--- src/rtl/sd_arb_pkg.sv ---
// Shared definitions for the SD block-request arbiter.
//   ARB_TIMEOUT_W_DEF : default width of the acknowledge-timeout counter
//   arb_state_e       : arbiter FSM states (IDLE, REQ, XFER, DONE)
package sd_arb_pkg;

  localparam int ARB_TIMEOUT_W_DEF = 24;

  typedef enum logic [1:0] {
    ST_IDLE = 2'd0,
    ST_REQ  = 2'd1,
    ST_XFER = 2'd2,
    ST_DONE = 2'd3
  } arb_state_e;

endpackage

--- src/rtl/sync_2ff.sv ---
// Two-flop synchronizer for a single-bit level crossing into clk_sys.
//   clk_sys : destination clock
//   reset   : synchronous active-high reset, clears both flops
//   d_i     : asynchronous input level
//   q_o     : synchronized level, two clk_sys edges behind d_i
module sync_2ff (
  input  logic clk_sys,
  input  logic reset,
  input  logic d_i,
  output logic q_o
);

  logic meta_q;
  logic sync_q;

  always_ff @(posedge clk_sys) begin
    if (reset) begin
      meta_q <= 1'b0;
      sync_q <= 1'b0;
    end else begin
      meta_q <= d_i;
      sync_q <= meta_q;
    end
  end

  assign q_o = sync_q;

endmodule

--- src/rtl/sd_req_arbiter.sv ---
// Two-requester arbiter in front of a single SD IO controller.
// Each requester strobes a sector read or write with an LBA; the request is
// held pending until served. Grants are round-robin; the granted request is
// presented as sd_rd/sd_wr + sd_lba until the (synchronized) acknowledge
// rises, then the block waits for the acknowledge to fall and pulses done.
// A counter aborts a stuck handshake with done+err.
//   clk_sys, reset            : clock, synchronous active-high reset
//   req_lba_N, req_rd_N/wr_N  : request LBA and one-cycle strobes
//   busy_N, done_N, err_N     : request status toward requester N
//   buff_wr_N, buff_din_N     : sector-buffer strobe out / data in per requester
//   sd_lba, sd_rd, sd_wr      : block request toward the IO controller
//   sd_ack                    : IO controller acknowledge (foreign clock domain)
//   sd_buff_wr, sd_buff_din   : sector-buffer strobe in / routed data out
module sd_req_arbiter
  import sd_arb_pkg::*;
#(
  parameter int TIMEOUT_W = ARB_TIMEOUT_W_DEF
) (
  input  logic        clk_sys,
  input  logic        reset,
  input  logic [31:0] req_lba_0,
  input  logic [31:0] req_lba_1,
  input  logic        req_rd_0,
  input  logic        req_rd_1,
  input  logic        req_wr_0,
  input  logic        req_wr_1,
  output logic        busy_0,
  output logic        busy_1,
  output logic        done_0,
  output logic        done_1,
  output logic        err_0,
  output logic        err_1,
  output logic        buff_wr_0,
  output logic        buff_wr_1,
  input  logic [7:0]  buff_din_0,
  input  logic [7:0]  buff_din_1,
  output logic [31:0] sd_lba,
  output logic        sd_rd,
  output logic        sd_wr,
  input  logic        sd_ack,
  input  logic        sd_buff_wr,
  output logic [7:0]  sd_buff_din
);

  localparam logic [TIMEOUT_W-1:0] TMO_ONE = 1;

  arb_state_e           state_q;
  logic [1:0]           pend_q;
  logic [1:0]           dir_wr_q;
  logic [31:0]          lba0_q;
  logic [31:0]          lba1_q;
  logic                 owner_q;
  logic                 last_q;
  logic                 sd_rd_q;
  logic                 sd_wr_q;
  logic [31:0]          sd_lba_q;
  logic                 done_q;
  logic                 err_q;
  logic [TIMEOUT_W-1:0] tmo_q;
  logic [TIMEOUT_W-1:0] tmo_d;
  logic                 tmo_hit;
  logic                 ack_s;
  logic                 gnt;
  logic                 gnt_wr;
  logic [31:0]          gnt_lba;
  logic                 in_xfer;

  sync_2ff u_ack_sync (
    .clk_sys (clk_sys),
    .reset   (reset),
    .d_i     (sd_ack),
    .q_o     (ack_s)
  );

  // Request capture. A strobe is only taken while the requester is idle, so
  // the owner cannot re-arm itself during DONE (pending is still set there).
  // Write wins when rd and wr strobe together.
  always_ff @(posedge clk_sys) begin
    if (reset) begin
      pend_q   <= 2'b00;
      dir_wr_q <= 2'b00;
    end else begin
      if (!pend_q[0] && (req_rd_0 || req_wr_0)) begin
        pend_q[0]   <= 1'b1;
        dir_wr_q[0] <= req_wr_0;
      end else if (state_q == ST_DONE && !owner_q) begin
        pend_q[0] <= 1'b0;
      end
      if (!pend_q[1] && (req_rd_1 || req_wr_1)) begin
        pend_q[1]   <= 1'b1;
        dir_wr_q[1] <= req_wr_1;
      end else if (state_q == ST_DONE && owner_q) begin
        pend_q[1] <= 1'b0;
      end
    end
  end

  // LBA is data: captured with its strobe, no reset needed.
  always_ff @(posedge clk_sys) begin
    if (!pend_q[0] && (req_rd_0 || req_wr_0)) lba0_q <= req_lba_0;
    if (!pend_q[1] && (req_rd_1 || req_wr_1)) lba1_q <= req_lba_1;
  end

  // Round-robin: on a tie the requester not served last wins.
  always_comb begin
    gnt = pend_q[1];
    if (pend_q == 2'b11) gnt = ~last_q;
    gnt_wr  = gnt ? dir_wr_q[1] : dir_wr_q[0];
    gnt_lba = gnt ? lba1_q : lba0_q;
  end

  // The counter leaves REQ/XFER when its next value reaches all-ones, so the
  // handshake is given exactly 2^TIMEOUT_W-1 cycles and never wraps.
  assign tmo_d   = tmo_q + TMO_ONE;
  assign tmo_hit = (tmo_d == '1);

  always_ff @(posedge clk_sys) begin
    if (reset) begin
      state_q  <= ST_IDLE;
      owner_q  <= 1'b0;
      last_q   <= 1'b1;
      sd_rd_q  <= 1'b0;
      sd_wr_q  <= 1'b0;
      sd_lba_q <= 32'd0;
      done_q   <= 1'b0;
      err_q    <= 1'b0;
      tmo_q    <= '0;
    end else begin
      done_q <= 1'b0;
      err_q  <= 1'b0;
      case (state_q)
        ST_IDLE: begin
          if (|pend_q) begin
            owner_q  <= gnt;
            sd_lba_q <= gnt_lba;
            sd_rd_q  <= ~gnt_wr;
            sd_wr_q  <= gnt_wr;
            tmo_q    <= '0;
            state_q  <= ST_REQ;
          end
        end
        ST_REQ: begin
          if (tmo_hit) begin
            sd_rd_q <= 1'b0;
            sd_wr_q <= 1'b0;
            done_q  <= 1'b1;
            err_q   <= 1'b1;
            state_q <= ST_DONE;
          end else begin
            tmo_q <= tmo_d;
            if (ack_s) begin
              sd_rd_q <= 1'b0;
              sd_wr_q <= 1'b0;
              state_q <= ST_XFER;
            end
          end
        end
        ST_XFER: begin
          if (!ack_s) begin
            done_q  <= 1'b1;
            state_q <= ST_DONE;
          end else if (tmo_hit) begin
            done_q  <= 1'b1;
            err_q   <= 1'b1;
            state_q <= ST_DONE;
          end else begin
            tmo_q <= tmo_d;
          end
        end
        ST_DONE: begin
          last_q  <= owner_q;
          state_q <= ST_IDLE;
        end
        default: state_q <= ST_IDLE;
      endcase
    end
  end

  assign in_xfer = (state_q == ST_REQ) || (state_q == ST_XFER);

  assign busy_0      = pend_q[0];
  assign busy_1      = pend_q[1];
  assign done_0      = done_q & ~owner_q;
  assign done_1      = done_q &  owner_q;
  assign err_0       = err_q  & ~owner_q;
  assign err_1       = err_q  &  owner_q;
  assign buff_wr_0   = in_xfer & ~owner_q & sd_buff_wr;
  assign buff_wr_1   = in_xfer &  owner_q & sd_buff_wr;
  assign sd_buff_din = owner_q ? buff_din_1 : buff_din_0;
  assign sd_lba      = sd_lba_q;
  assign sd_rd       = sd_rd_q;
  assign sd_wr       = sd_wr_q;

endmodule
--- config.mk ---
export PLATFORM = sky130hd
export DESIGN_NAME = sd_req_arbiter
export DESIGN_NICKNAME = d
export VERILOG_FILES = /design/src/rtl/sd_arb_pkg.sv /design/src/rtl/sync_2ff.sv /design/src/rtl/sd_req_arbiter.sv
export SDC_FILE = /design/constraint.sdc
export NUM_CORES = 1
export LEC_CHECK = 0
export CAP_MARGIN = 20
export CORE_MARGIN = 2
export CORE_UTILIZATION = 28
export CTS_CLUSTER_DIAMETER = 80
export CTS_CLUSTER_SIZE = 30
export DETAILED_ROUTE_END_ITERATION = 8
export GPL_TIMING_DRIVEN = 0
export MAX_ROUTING_LAYER = met4
export PLACE_DENSITY = 0.54
export SYNTH_ARGS = -nofsm -noshare
export SYNTH_HDL_FRONTEND = slang
export SYNTH_SLANG_ARGS = --single-unit
export TNS_END_PERCENT = 20
--- constraint.sdc ---
create_clock -name clk_sys -period 4.7 [get_ports clk_sys]
set_input_delay 0.94 -clock clk_sys [delete_from_list [all_inputs] [get_ports clk_sys]]
set_output_delay 0.94 -clock clk_sys [all_outputs]
set_load 0.005 [all_outputs]
Word level (Yosys, flattened, before mapping)
Cells that the tools add are included.
W data, S select, Z words.
Cells by class
  multiplexer cells: 29
  bitwise gates (word level): 11
  add/subtract/negate cells: 1
  reductions and logical operators: 20
  eq/ne operators: 9
Operators by type and width (count)
  $mux W24: 3
  $pmux W24 S3: 1
  $mux W32: 1
  $add A24 B1 Y24 const B: 1
  $eq A24 B24 Y1 const B: 1
  $mux W1: 13
  $mux W2: 5
  $reduce_and A3 Y1: 3
  $and A1 B1 Y1: 8
  $mux W8: 1
  $pmux W1 S2: 4
  $pmux W2 S4: 1
  $eq A2 B2 Y1 const B: 3
  $reduce_bool A2 Y1: 3
  $logic_and A1 B1 Y1: 4
  $logic_not A1 Y1: 3
  $logic_or A1 B1 Y1: 3
  $ne A3 B2 Y1 const B: 1
  $ne A3 B3 Y1 const B: 1
  $not A1 Y1: 3
  $reduce_bool A3 Y1: 1
  $eq A2 B1 Y1 const B: 1
  $logic_not A2 Y1: 1
  $ne A2 B1 Y1 const B: 1
  3 further kinds: 3
Word-level totals
  output and inout bits: 50
  word-level logic and storage cells: 87
  register bits after elaboration: 134
  input bits: 88

Longest topological paths before layout
Gate-level depths: netlist (run 1).
  word-level depth: 6
  gate-level depth with buffers: 9

Cells and area by module
From an unflattened synthesis (run 1), not the netlist that was laid out.
Second synthesis, totals
  cells, all modules: 533
  area total of the unflattened synthesis: 5900.7 µm²
By module, submodules not included
  sd_req_arbiter: instances 1, sequential area each 3283.1 µm², area each 5848.1 µm², cells an instance 529
  sync_2ff: instances 1, sequential area each 40.0 µm², area each 52.6 µm², cells an instance 4

Least setup slack after synthesis (run 1)
Ideal clock, no wire load.
  kind: register to register
  start: register tmo_q[1]
  end: register state_q[0]
  data required time: 4.597 ns
  setup time: 0.103 ns
  clock period less this slack: 2.766 ns
  cell stages (with the launch flop): 10
  data arrival time: 2.662 ns
  path slack: 1.934 ns
  cell sequence: dfxtp_1 -> ha_1 -> nand3_4 -> or4_1 -> buf_2 -> or3_4 -> a211oi_2 -> nand3_2 -> and3_4 -> a2111oi_2
Between the ends
  word-level cells in the longest chain between the ends: 4
  elaborated cells on any way between the ends: 7
  classes of those cells: add/sub: 1; eq/ne: 3; mux: 2; reduce/logical: 1
Ends and longest elaborated chain
  start, declared: RTL line sd_req_arbiter.sv:59  | logic [TIMEOUT_W-1:0] tmo_q;
  start signal, assigned: RTL line sd_req_arbiter.sv:150  | tmo_q <= tmo_d;
  start signal, assigned: RTL line sd_req_arbiter.sv:167  | tmo_q <= tmo_d;
  $add A24 B1 Y24 *: RTL line sd_req_arbiter.sv:114  | assign tmo_d = tmo_q + TMO_ONE;
  $eq A24 B24 Y1 *: RTL line sd_req_arbiter.sv:115  | assign tmo_hit = (tmo_d == '1);
  $mux W2 (tied with other cells): RTL line sd_req_arbiter.sv:143  | if (tmo_hit) begin
  $pmux W2 S4 / $reduce_and A3 Y1 (equally long branches)
  end signal, assigned: RTL line sd_req_arbiter.sv:119  | state_q <= ST_IDLE;
  end signal, assigned: RTL line sd_req_arbiter.sv:139  | state_q <= ST_REQ;
  end signal, assigned: RTL line sd_req_arbiter.sv:148  | state_q <= ST_DONE;
  end, declared: RTL line sd_req_arbiter.sv:47  | arb_state_e state_q;
Every way passes the cells marked *; elsewhere a longest branch is shown, timed or not.
A chain may end at the register's enable or synchronous reset.

Final worst setup path (run 1)
  start: register state_q[0]
  end: output buff_wr_0
Between the ends
  word-level cells in the longest chain between the ends: 4
  elaborated cells on any way between the ends: 5
  classes of those cells: eq/ne: 2; bitwise: 2; reduce/logical: 1
Ends and longest elaborated chain
  $eq A2 B1 Y1 / $eq A2 B2 Y1 (equally long branches): RTL line sd_req_arbiter.sv:179  | assign in_xfer = (state_q == ST_REQ) || (state_q == ST_XFER);
  $logic_or A1 B1 Y1 *: RTL line sd_req_arbiter.sv:179
  $and A1 B1 Y1 * (2 in series): RTL line sd_req_arbiter.sv:187  | assign buff_wr_0 = in_xfer & ~owner_q & sd_buff_wr;
  end, declared: RTL line sd_req_arbiter.sv:33  | output logic buff_wr_0,
Marked as above.

==> results of run 1 <==
[worst max-delay path: cells and delay by family (launching register included)]
family        cells  cell delay, ps
buf+inv           4            1450
fa+ha+maj         1             300
simple gates      2             270
flops             1             410
[power breakdown]
part / internal, W / leakage (nW) / switching, W
clock: 0.000743 / 0.269 / 0.000537
sequential: 0.00141 / 1.19 / 0.000113
combinational: 0.000522 / 1.37 / 0.000636
total: 0.00267 / 2.83 / 0.00129
[flip-flops by register name (all words and copies together) (netlist names)]
signal,flops
dir_wr_q,2
done_q,1
err_q,1
last_q,1
lba0_q,32
lba1_q,32
owner_q,1
pend_q,2
sd_lba,32
sd_rd,1
sd_wr,1
state_q,2
tmo_q,24
u_ack_sync.meta_q,1
u_ack_sync.q_o,1
[cell families after synthesis]
group / count (synthesis) / synth area share [%]
AO/OA/AOI/OAI: 109 / 13.2
flip-flops: 134 / 57.3
multiplexers: 49 / 8.71
AND/OR/NAND/NOR: 172 / 14.9
buffers and inverters: 52 / 3.69
adder cells (fa/ha/maj): 8 / 1.73
XOR/XNOR: 3 / 0.453
[stage by stage]
step	total power, W	area (um2)
3_3_place_gp	0.00267	7500
4_1_cts	0.00400	8140
3_5_place_dp	0.00271	7570
2_1_floorplan	0.00211	5800
5_1_grt	0.00419	8140
6_report	0.00396	8140
[synthesized netlist by cell type, types with 2 or more instances]
cell	instances	area (um2)
or2_2	2	12.5
o21ba_2	2	20.0
buf_2	3	15.0
a22oi_1	13	97.6
o221ai_1	2	17.5
nor3_1	18	90.1
nand2b_1	5	31.3
nor2b_1	6	37.5
o21a_1	2	15.0
inv_1	14	52.6
mux2i_1	37	370
a31oi_1	3	18.8
nand4_1	5	31.3
buf_1	2	7.51
nor2_1	68	255
a21oi_1	16	80.1
o21ai_0	16	80.1
a21boi_0	4	30.0
edfxtp_1	64	1920
mux2_2	12	135
a21o_1	4	30.0
or3_1	4	25.0
nor4_1	4	25.0
buf_4	4	30.0
nor3b_1	3	22.5
clkbuf_1	29	109
nand3_4	2	35.0
and3_1	2	12.5
a311oi_1	4	35.0
nand2_1	27	101
dfxtp_1	70	1400
xnor2_1	3	26.3
nand3_1	10	50.1
a21o_2	2	17.5
and2_1	3	18.8
ha_1	8	100
or4_1	2	15.0
a211oi_1	32	240
[worst max path at each step]
stage	from	to
after floorplan	tmo_q[1]	state_q[0]
final	state_q[0]	buff_wr_0
after detailed placement	state_q[0]	tmo_q[3]
after global placement	req_wr_1	lba1_q[21]
after global routing	state_q[0]	buff_wr_0
after CTS	state_q[0]	buff_wr_1
[routing by layer]
metal	wire length [um]	GRT usage (%)	vias up
li1	-	-	2245
met1	6430	16.1	2115
met2	7160	22.9	127
met3	1000	5.22	15
met4	192	4.62	0
met5	0	-	-
[layout make-up]
class / count / share of cell area, %
sequential: 134 / 40.8
multi-input combinational: 341 / 28.0
timing repair buffer: 138 / 17.4
clock buffer: 18 / 5.27
tap: 270 / 4.15
buffer: 38 / 1.98
clock inverter: 14 / 1.72
inverter: 14 / 0.646
==> results.json, run 1 <==
{
  "status": "completed",
  "critical-path-max-stage-delay_ps": 520,
  "wl_per_cell_um": 15.3,
  "most-common-layout-cells": "clkdlybuf4s50_1 (136), dfxtp_1 (70), nor2_1 (66)",
  "critPathArrivalTime_ps": 2840,
  "io_pins": 138,
  "drive_gt1_share_pct": 10.2,
  "post-route-period-util_pct": 80.3,
  "ir_worst_vdd_mv": 0.291,
  "clk_path_buf_depth": 2,
  "utilization_pct": 40.1,
  "num_rows": 52,
  "min_to": "u_ack_sync.q_o",
  "crit_path_start_kind": "flop",
  "port_buffers": 136,
  "worst_slack_ps": 924,
  "cts.hold.buffers_added": 0,
  "ys_warn_count": 0,
  "layout_commonest_cell": "clkdlybuf4s50_1",
  "hold_ws_ps": 452,
  "placed_cells": 935,
  "routabilityCongestion": 0.858,
  "drtAntennaViolNets": 0,
  "ys.flop_type": "dfxtp_1",
  "min_path_cells": 1,
  "ys_seq_area_share_pct": 57.3,
  "cts_tree": "done",
  "slew_violations": 0,
  "dr.pass1.iters": 5,
  "synth_enable_flop_cells": 64,
  "antenna_found_initial": 0,
  "crit_slowest_cell": "clkbuf_1",
  "nets": 780,
  "synthCells": 527,
  "period_needed_ps": 3780,
  "antenna_cells": 0,
  "grt_pass1_vias": 4576,
  "cts_root_buffer": "clkbuf_16",
  "initial_core_util_pct": 28.6,
  "p_per_area_mw_per_mm2": 486,
  "cts.sinks": 134,
  "final_cells": 967,
  "dr_total_vias": 4502,
  "fill_cells": 1952,
  "area_growth_pct": 40.3,
  "hold_viol_final": 0,
  "drc": 0,
  "setup_tns_ps": 0,
  "grt_pass1_wl_um": 23300,
  "worstMarginPinSlew_ps": 1100,
  "async_reset_ff_share_pct": 0,
  "setup_viol": 0,
  "ff_latch_area_mm2": 0.00332,
  "cp-end-kind": "primary output",
  "yosys_register_bits": 134,
  "cp_common_cell": "clkbuf_1",
  "min_from": "u_ack_sync.meta_q",
  "crit_path_cell_trace": "inv_1 -> ha_1 -> clkbuf_1 -> clkbuf_1 -> nand2_1 -> nor2_1 -> clkdlybuf4s50_1",
  "cp_max_fo": 10,
  "worst-r2r-cell-count": 9,
  "h-tree-depth": 4,
  "fmax_ghz": 0.265,
  "multi_input_comb_area_mm2": 0.00228,
  "track_usage_pct": 14.0,
  "avgSynthCellArea_um2": 11.0,
  "r2r-end": "tmo_q[17]",
  "synth_nets": 623,
  "crit_type": "reg -> out",
  "cts_resized": 0,
  "finClkSkew_ps": 12.1,
  "mappedNetlistArea_mm2": 0.00580,
  "clk_latency_ps": 420,
  "r2r-start": "state_q[0]",
  "max_slew_margin_pct": 26.2,
  "maxCapViolCount": 0,
  "min_path_type": "reg -> reg",
  "die_x_um": 148,
  "dieArea_mm2": 0.0219,
  "power_leakage_nw": 2.83,
  "numCtsBuffers": 17,
  "vias_per_cell": 4.66,
  "cts.clk_slew.worst_paths_ps": 60,
  "initialDrtViolationCount": 196,
  "die_h_um": 148,
  "wl_um": 14800,
  "synth_cell_types": 58,
  "rsz0062_at_grt": "no",
  "overflow": 0,
  "dpl.hpwl_um": 11000,
  "post-place-ws_ps": 1250,
  "coreArea_mm2": 0.0203,
  "regToRegSetupSlack_ps": 1250,
  "grt_max_degree": 22,
  "cp.required_ps": 3760,
  "cts_setup_buffers": 0
}
No activity file was read; power rests on OpenSTA's default activity.
==> run 2, diff against run 1 <==
--- a/config.mk
+++ b/config.mk
@@ -13,7 +13,7 @@
 export DETAILED_ROUTE_END_ITERATION = 8
 export GPL_TIMING_DRIVEN = 0
 export MAX_ROUTING_LAYER = met4
-export PLACE_DENSITY = 0.54
+export PLACE_DENSITY = 0.56
 export SYNTH_ARGS = -nofsm -noshare
 export SYNTH_HDL_FRONTEND = slang
 export SYNTH_SLANG_ARGS = --single-unit
==> constraint.sdc (replaced) <==
create_clock -name clk_sys -period 3.35 [get_ports clk_sys]
set_input_delay 0.67 -clock clk_sys [delete_from_list [all_inputs] [get_ports clk_sys]]
set_output_delay 0.67 -clock clk_sys [all_outputs]
set_load 0.005 [all_outputs]
==> results.json, run 2 (same netlist as run 1, synthesis figures left out) <==
{
  "dieArea_mm2": 0.0219,
  "cts_setup_buffers": 0,
  "worst-r2r-cell-count": 9,
  "port_buffers": 136,
  "fill_cells": 1978,
  "antenna_cells": 0,
  "grt_max_degree": 32,
  "drtAntennaViolNets": 0,
  "placed_cell_area_mm2": 0.00756,
  "routabilityCongestion": 0.841,
  "wl_per_cell_um": 15.2,
  "drive_gt1_share_pct": 10.9,
  "dpl.hpwl_um": 10800,
  "io_pins": 138,
  "ir_worst_vdd_mv": 0.354,
  "vias_per_cell": 4.70,
  "layout_commonest_cell": "clkdlybuf4s50_1",
  "dr_total_vias": 4543,
  "cp-end-kind": "primary output",
  "antenna_found_initial": 0,
  "wl_um": 14700,
  "min_path_type": "reg -> reg",
  "cts_resized": 3,
  "ff_latch_area_mm2": 0.00332,
  "final_area_mm2": 0.00813,
  "overflow": 0,
  "area_growth_pct": 40.2,
  "slew_violations": 0,
  "multi_input_comb_area_mm2": 0.00228,
  "min_path_cells": 1,
  "maxCapViolCount": 0,
  "numCtsBuffers": 17,
  "p_per_area_mw_per_mm2": 676,
  "post-route-period-util_pct": 96.9,
  "cp.required_ps": 2680,
  "critPathArrivalTime_ps": 2580,
  "cts_tree": "done",
  "hold_viol_final": 0,
  "dr.pass1.iters": 4,
  "grt_pass1_vias": 4698,
  "nets": 780,
  "cts.clk_slew.worst_paths_ps": 60,
  "track_usage_pct": 14.2,
  "die_h_um": 148,
  "power_leakage_nw": 2.85,
  "grt_pass1_wl_um": 23800,
  "initialDrtViolationCount": 299,
  "fmax_ghz": 0.308,
  "die_x_um": 148,
  "final_cells": 967,
  "finClkSkew_ps": 7.00,
  "status": "completed",
  "most-common-layout-cells": "clkdlybuf4s50_1 (136), dfxtp_1 (70), nor2_1 (66)",
  "placed_cells": 935,
  "cp_max_fo": 10,
  "drc": 0,
  "clk_path_buf_depth": 2,
  "h-tree-depth": 4,
  "cts_root_buffer": "clkbuf_16",
  "clk_latency_ps": 410,
  "crit_path_start_kind": "flop",
  "period_needed_ps": 3250,
  "cts.hold.buffers_added": 0,
  "crit_type": "reg -> out",
  "coreArea_mm2": 0.0203,
  "worstMarginPinSlew_ps": 957,
  "hold_ws_ps": 446,
  "max_slew_margin_pct": 35.7,
  "cts.sinks": 134,
  "rsz0062_at_grt": "yes",
  "setup_viol": 0,
  "initial_core_util_pct": 28.6,
  "num_rows": 52
}
[run 2: changes by cell type in the layout (fill, tap and decap cells not counted), sizes merged]
| cell | delta |
|---|---|
| bufinv | -1 |
| clkbuf | -1 |
| clkinv | +2 |
| clkinvlp | -2 |
| inv | +2 |
[run 2: worst max-delay path, stage by stage, from the launching register on]
cell and delay (ps):
dfxtp_1 420, inv_1 140, ha_1 300, clkbuf_1 280
clkbuf_4 290, nand2_1 100, nor2_1 100, clkdlybuf4s50_1 530
[run 2: final timing paths]
| path | endpoint | startpoint | slack (ps) |
|---|---|---|---|
| max reg2reg | state_q[0] | tmo_q[1] | 250 |
| min reg2reg | u_ack_sync.q_o | u_ack_sync.meta_q | 450 |
| max | buff_wr_0 | state_q[0] | 100 |
| min | u_ack_sync.q_o | u_ack_sync.meta_q | 450 |
[run 2: metrics by stage]
stage | util, % | worst slack [ps] | setup TNS, ps | total power [W]
2_1_floorplan | - | 584 | 0 | 0.00296
3_3_place_gp | 36.9 | -571 | -36050 | 0.00374
3_5_place_dp | 37.3 | -149 | -1610 | 0.00378
4_1_cts | 40.0 | 49.7 | 0 | 0.00556
5_1_grt | 40.1 | -60.3 | -120 | 0.00582
6_report | 40.1 | 102 | 0 | 0.00550
[run 2: power breakdown]
group / internal [W] / switching, W
Combinational: 0.000744 / 0.000875
Sequential: 0.00197 / 0.000155
Clock: 0.000978 / 0.000773
Total: 0.00369 / 0.00180
[run 2: area by class of cell]
| cell class | instances | area share, % |
|---|---|---|
| plain buffers | 38 | 2.06 |
| clock buffers | 17 | 5.23 |
| clock inverters | 15 | 1.63 |
| inverters | 14 | 0.646 |
| multi-input cells | 341 | 28.1 |
| flip-flops and latches | 134 | 40.9 |
| well taps | 270 | 4.15 |
| repair buffers | 138 | 17.3 |
[run 2: per-layer routing]
| metal | global-route usage (%) | wire, um | vias to the layer above |
|---|---|---|---|
| li1 | - | - | 2245 |
| met1 | 16.4 | 6270 | 2160 |
| met2 | 23.5 | 7360 | 127 |
| met3 | 4.41 | 931 | 11 |
| met4 | 4.86 | 157 | 0 |
| met5 | - | 0 | - |
==> run 3, diff against run 2 <==
--- a/config.mk
+++ b/config.mk
@@ -5,6 +5,7 @@
 export SDC_FILE = /design/constraint.sdc
 export NUM_CORES = 1
 export LEC_CHECK = 0
+export ABC_AREA = 1
 export CAP_MARGIN = 20
 export CORE_MARGIN = 2
 export CORE_UTILIZATION = 28
@@ -14,6 +15,7 @@
 export GPL_TIMING_DRIVEN = 0
 export MAX_ROUTING_LAYER = met4
 export PLACE_DENSITY = 0.56
+export SKIP_LAST_GASP = 1
 export SYNTH_ARGS = -nofsm -noshare
 export SYNTH_HDL_FRONTEND = slang
 export SYNTH_SLANG_ARGS = --single-unit
==> results.json, run 3 <==
{
  "cp.required_ps": 2680,
  "yosysTopAreaCell": "edfxtp_1",
  "synthTopCellsByCount": "nand2_1 (207), dfxtp_1 (70), edfxtp_1 (64)",
  "synth_cell_types": 26,
  "power_leakage_nw": 3.08,
  "cts.clk_slew.worst_paths_ps": 60,
  "vias_per_cell": 4.41,
  "wl_per_cell_um": 14.1,
  "finClkSkew_ps": 14.8,
  "yosys-top-cells-area": "edfxtp_1 (33%), dfxtp_1 (24%), nand2_1 (13%)",
  "drive_gt1_share_pct": 6.29,
  "max_slew_margin_pct": 32.2,
  "port_buffers": 137,
  "critical-path-max-stage-delay_ps": 570,
  "status": "completed",
  "dpl.hpwl_um": 11700,
  "crit_path_cell_trace": "inv_1 -> ha_1 -> inv_1 -> nor3_1 -> clkdlybuf4s50_1",
  "grtUsageMet3_pct": 6.35,
  "p_per_area_mw_per_mm2": 740,
  "ys.flop_type": "dfxtp_1",
  "min_from": "u_ack_sync.meta_q",
  "crit_slowest_cell": "clkdlybuf4s50_1",
  "synth_nets": 767,
  "cts_tree": "done",
  "numCtsBuffers": 17,
  "die_x_um": 148,
  "drtAntennaViolNets": 0,
  "use_met2_pct": 24.7,
  "ir_worst_vdd_mv": 0.310,
  "track_usage_pct": 15.3,
  "cts.sinks": 134,
  "synth.most_common_cell": "nand2_1",
  "clk_latency_ps": 420,
  "worst-path-buf-inv": 3,
  "synthCells": 671,
  "worst_slack_ps": 394,
  "grt_pass1_wl_um": 25100,
  "fmax_ghz": 0.338,
  "synth_top_area_share_pct": 33.0,
  "ys_warn_count": 0,
  "overflow": 0,
  "most-common-layout-cells": "nand2_1 (207), clkdlybuf4s50_1 (137), dfxtp_1 (70)",
  "cp_max_fo": 5,
  "avgSynthCellArea_um2": 8.67,
  "cts_root_buffer": "clkbuf_16",
  "r2r-end": "tmo_q[13]",
  "min_path_cells": 2,
  "slew_violations": 0,
  "hold_viol_final": 0,
  "placed_cell_area_mm2": 0.00758,
  "worstMarginPinSlew_ps": 1010,
  "synth_enable_flop_cells": 64,
  "crit_type": "reg -> out",
  "antenna_found_initial": 3,
  "critPathArrivalTime_ps": 2290,
  "nets": 925,
  "h-tree-depth": 4,
  "area_growth_pct": 40.5,
  "mappedNetlistArea_mm2": 0.00582,
  "yosys_register_bits": 134,
  "min_path_type": "reg -> reg",
  "dr_total_vias": 4916,
  "wl_um": 15700,
  "regToRegSetupSlack_ps": 800,
  "busiest_layer": "met2",
  "grt_pass1_vias": 4893,
  "r2r-start": "state_q[0]",
  "post-place-ws_ps": 615,
  "crit_path_start_kind": "flop",
  "initial_core_util_pct": 28.6,
  "drc": 0,
  "clk_path_buf_depth": 2,
  "min_to": "u_ack_sync.q_o",
  "worst-r2r-cell-count": 8,
  "ys_seq_area_share_pct": 57.1,
  "final_area_mm2": 0.00817,
  "cts_resized": 0,
  "grt_max_degree": 24,
  "cp-end-kind": "primary output",
  "initialDrtViolationCount": 249,
  "use_met1_pct": 17.6,
  "period_needed_ps": 2960,
  "setup_tns_ps": 0,
  "post-route-period-util_pct": 88.2,
  "critical_path.top_delay_family": "buffers and inverters",
  "async_reset_ff_share_pct": 0,
  "cp_common_cell": "inv_1",
  "rsz0062_at_grt": "no",
  "cts_setup_buffers": 0,
  "dieArea_mm2": 0.0219,
  "layout_commonest_cell": "nand2_1",
  "die_h_um": 148,
  "num_rows": 52,
  "routabilityCongestion": 0.825,
  "coreArea_mm2": 0.0203,
  "io_pins": 138,
  "dr.pass1.iters": 4,
  "hold_ws_ps": 406,
  "setup_viol": 0,
  "cts.hold.buffers_added": 0,
  "maxCapViolCount": 0
}
run 3: cell types whose count changed after synthesis, moves of 14 or more:
cell	before	now
nand2_1	27	207
a31oi_1	3	32
nand3_1	10	31
nor2_1	68	45
nor3_1	18	4
a21oi_1	16	56
inv_1	14	55
o21ai_0	16	38
mux2i_1	37	2
a211oi_1	32	0
run 3: cells by family (layout without fill, tap and decap cells):
group,after synthesis,in the layout,synth area share [%]
compound gates,130,130,11.9
xor+xnor,2,2,0.301
fa+ha+maj,8,8,1.72
buf+inv,85,256,5.79
flops,134,134,57.1
mux,2,2,0.344
other cells,0,4,0
simple gates,310,310,22.8
run 3: how the worst max path moves through the flow:
stage	cells after the start	end	slack (ps)	start
after floorplan	15	tmo_q[10]	1360	tmo_q[1]
after global placement	3	lba1_q[3]	590	req_wr_1
after detailed placement	6	tmo_q[2]	620	reset
after CTS	5	sd_buff_din[2]	330	owner_q
after global routing	5	sd_buff_din[1]	150	owner_q
final	5	buff_wr_1	390	state_q[0]
run 3: worst reg2reg max path: cells and delay by family, from the launching register on:
| family | cells | cell delay (ps) |
|---|---|---|
| adders and majority gates | 1 | 230 |
| DFF | 1 | 410 |
| buffers and inverters | 3 | 690 |
| AOI/OAI and AO/OA | 2 | 280 |
| and+or+nand+nor | 2 | 870 |
run 3: final cells by class:
| cell class | instances | area [um2] |
|---|---|---|
| multi-input combinational | 452 | 2160 |
| fill | 2088 | 12100 |
| timing repair buffer | 139 | 1430 |
| buffer | 28 | 123 |
| inverter | 57 | 214 |
| clock buffer | 18 | 450 |
| antenna | 4 | 10.0 |
| tap | 270 | 338 |
| sequential | 134 | 3320 |
| clock inverter | 14 | 133 |
run 3: per-stage QoR:
| step | std cells | total power [W] | util, % |
|---|---|---|---|
| after floorplan | 671 | 0.00343 | - |
| after global placement | 1078 | 0.00424 | 37.1 |
| after detailed placement | 1080 | 0.00428 | 37.3 |
| after CTS | 1112 | 0.00611 | 40.2 |
| after global routing | 1115 | 0.00646 | 40.2 |
| final | 1116 | 0.00605 | 40.3 |
run 3: where the power goes:
group | internal (W) | switching, W | leakage [nW]
clock network | 0.00103 | 0.000789 | 0.286
logic | 0.000816 | 0.00104 | 1.59
registers | 0.00210 | 0.000284 | 1.20
run 3: metal layers:
layer | vias to the layer above | share of wire [%]
li1 | 2564 | -
met1 | 2231 | 44
met2 | 114 | 48
met3 | 7 | 7.6
met4 | 0 | 0.66
met5 | - | 0
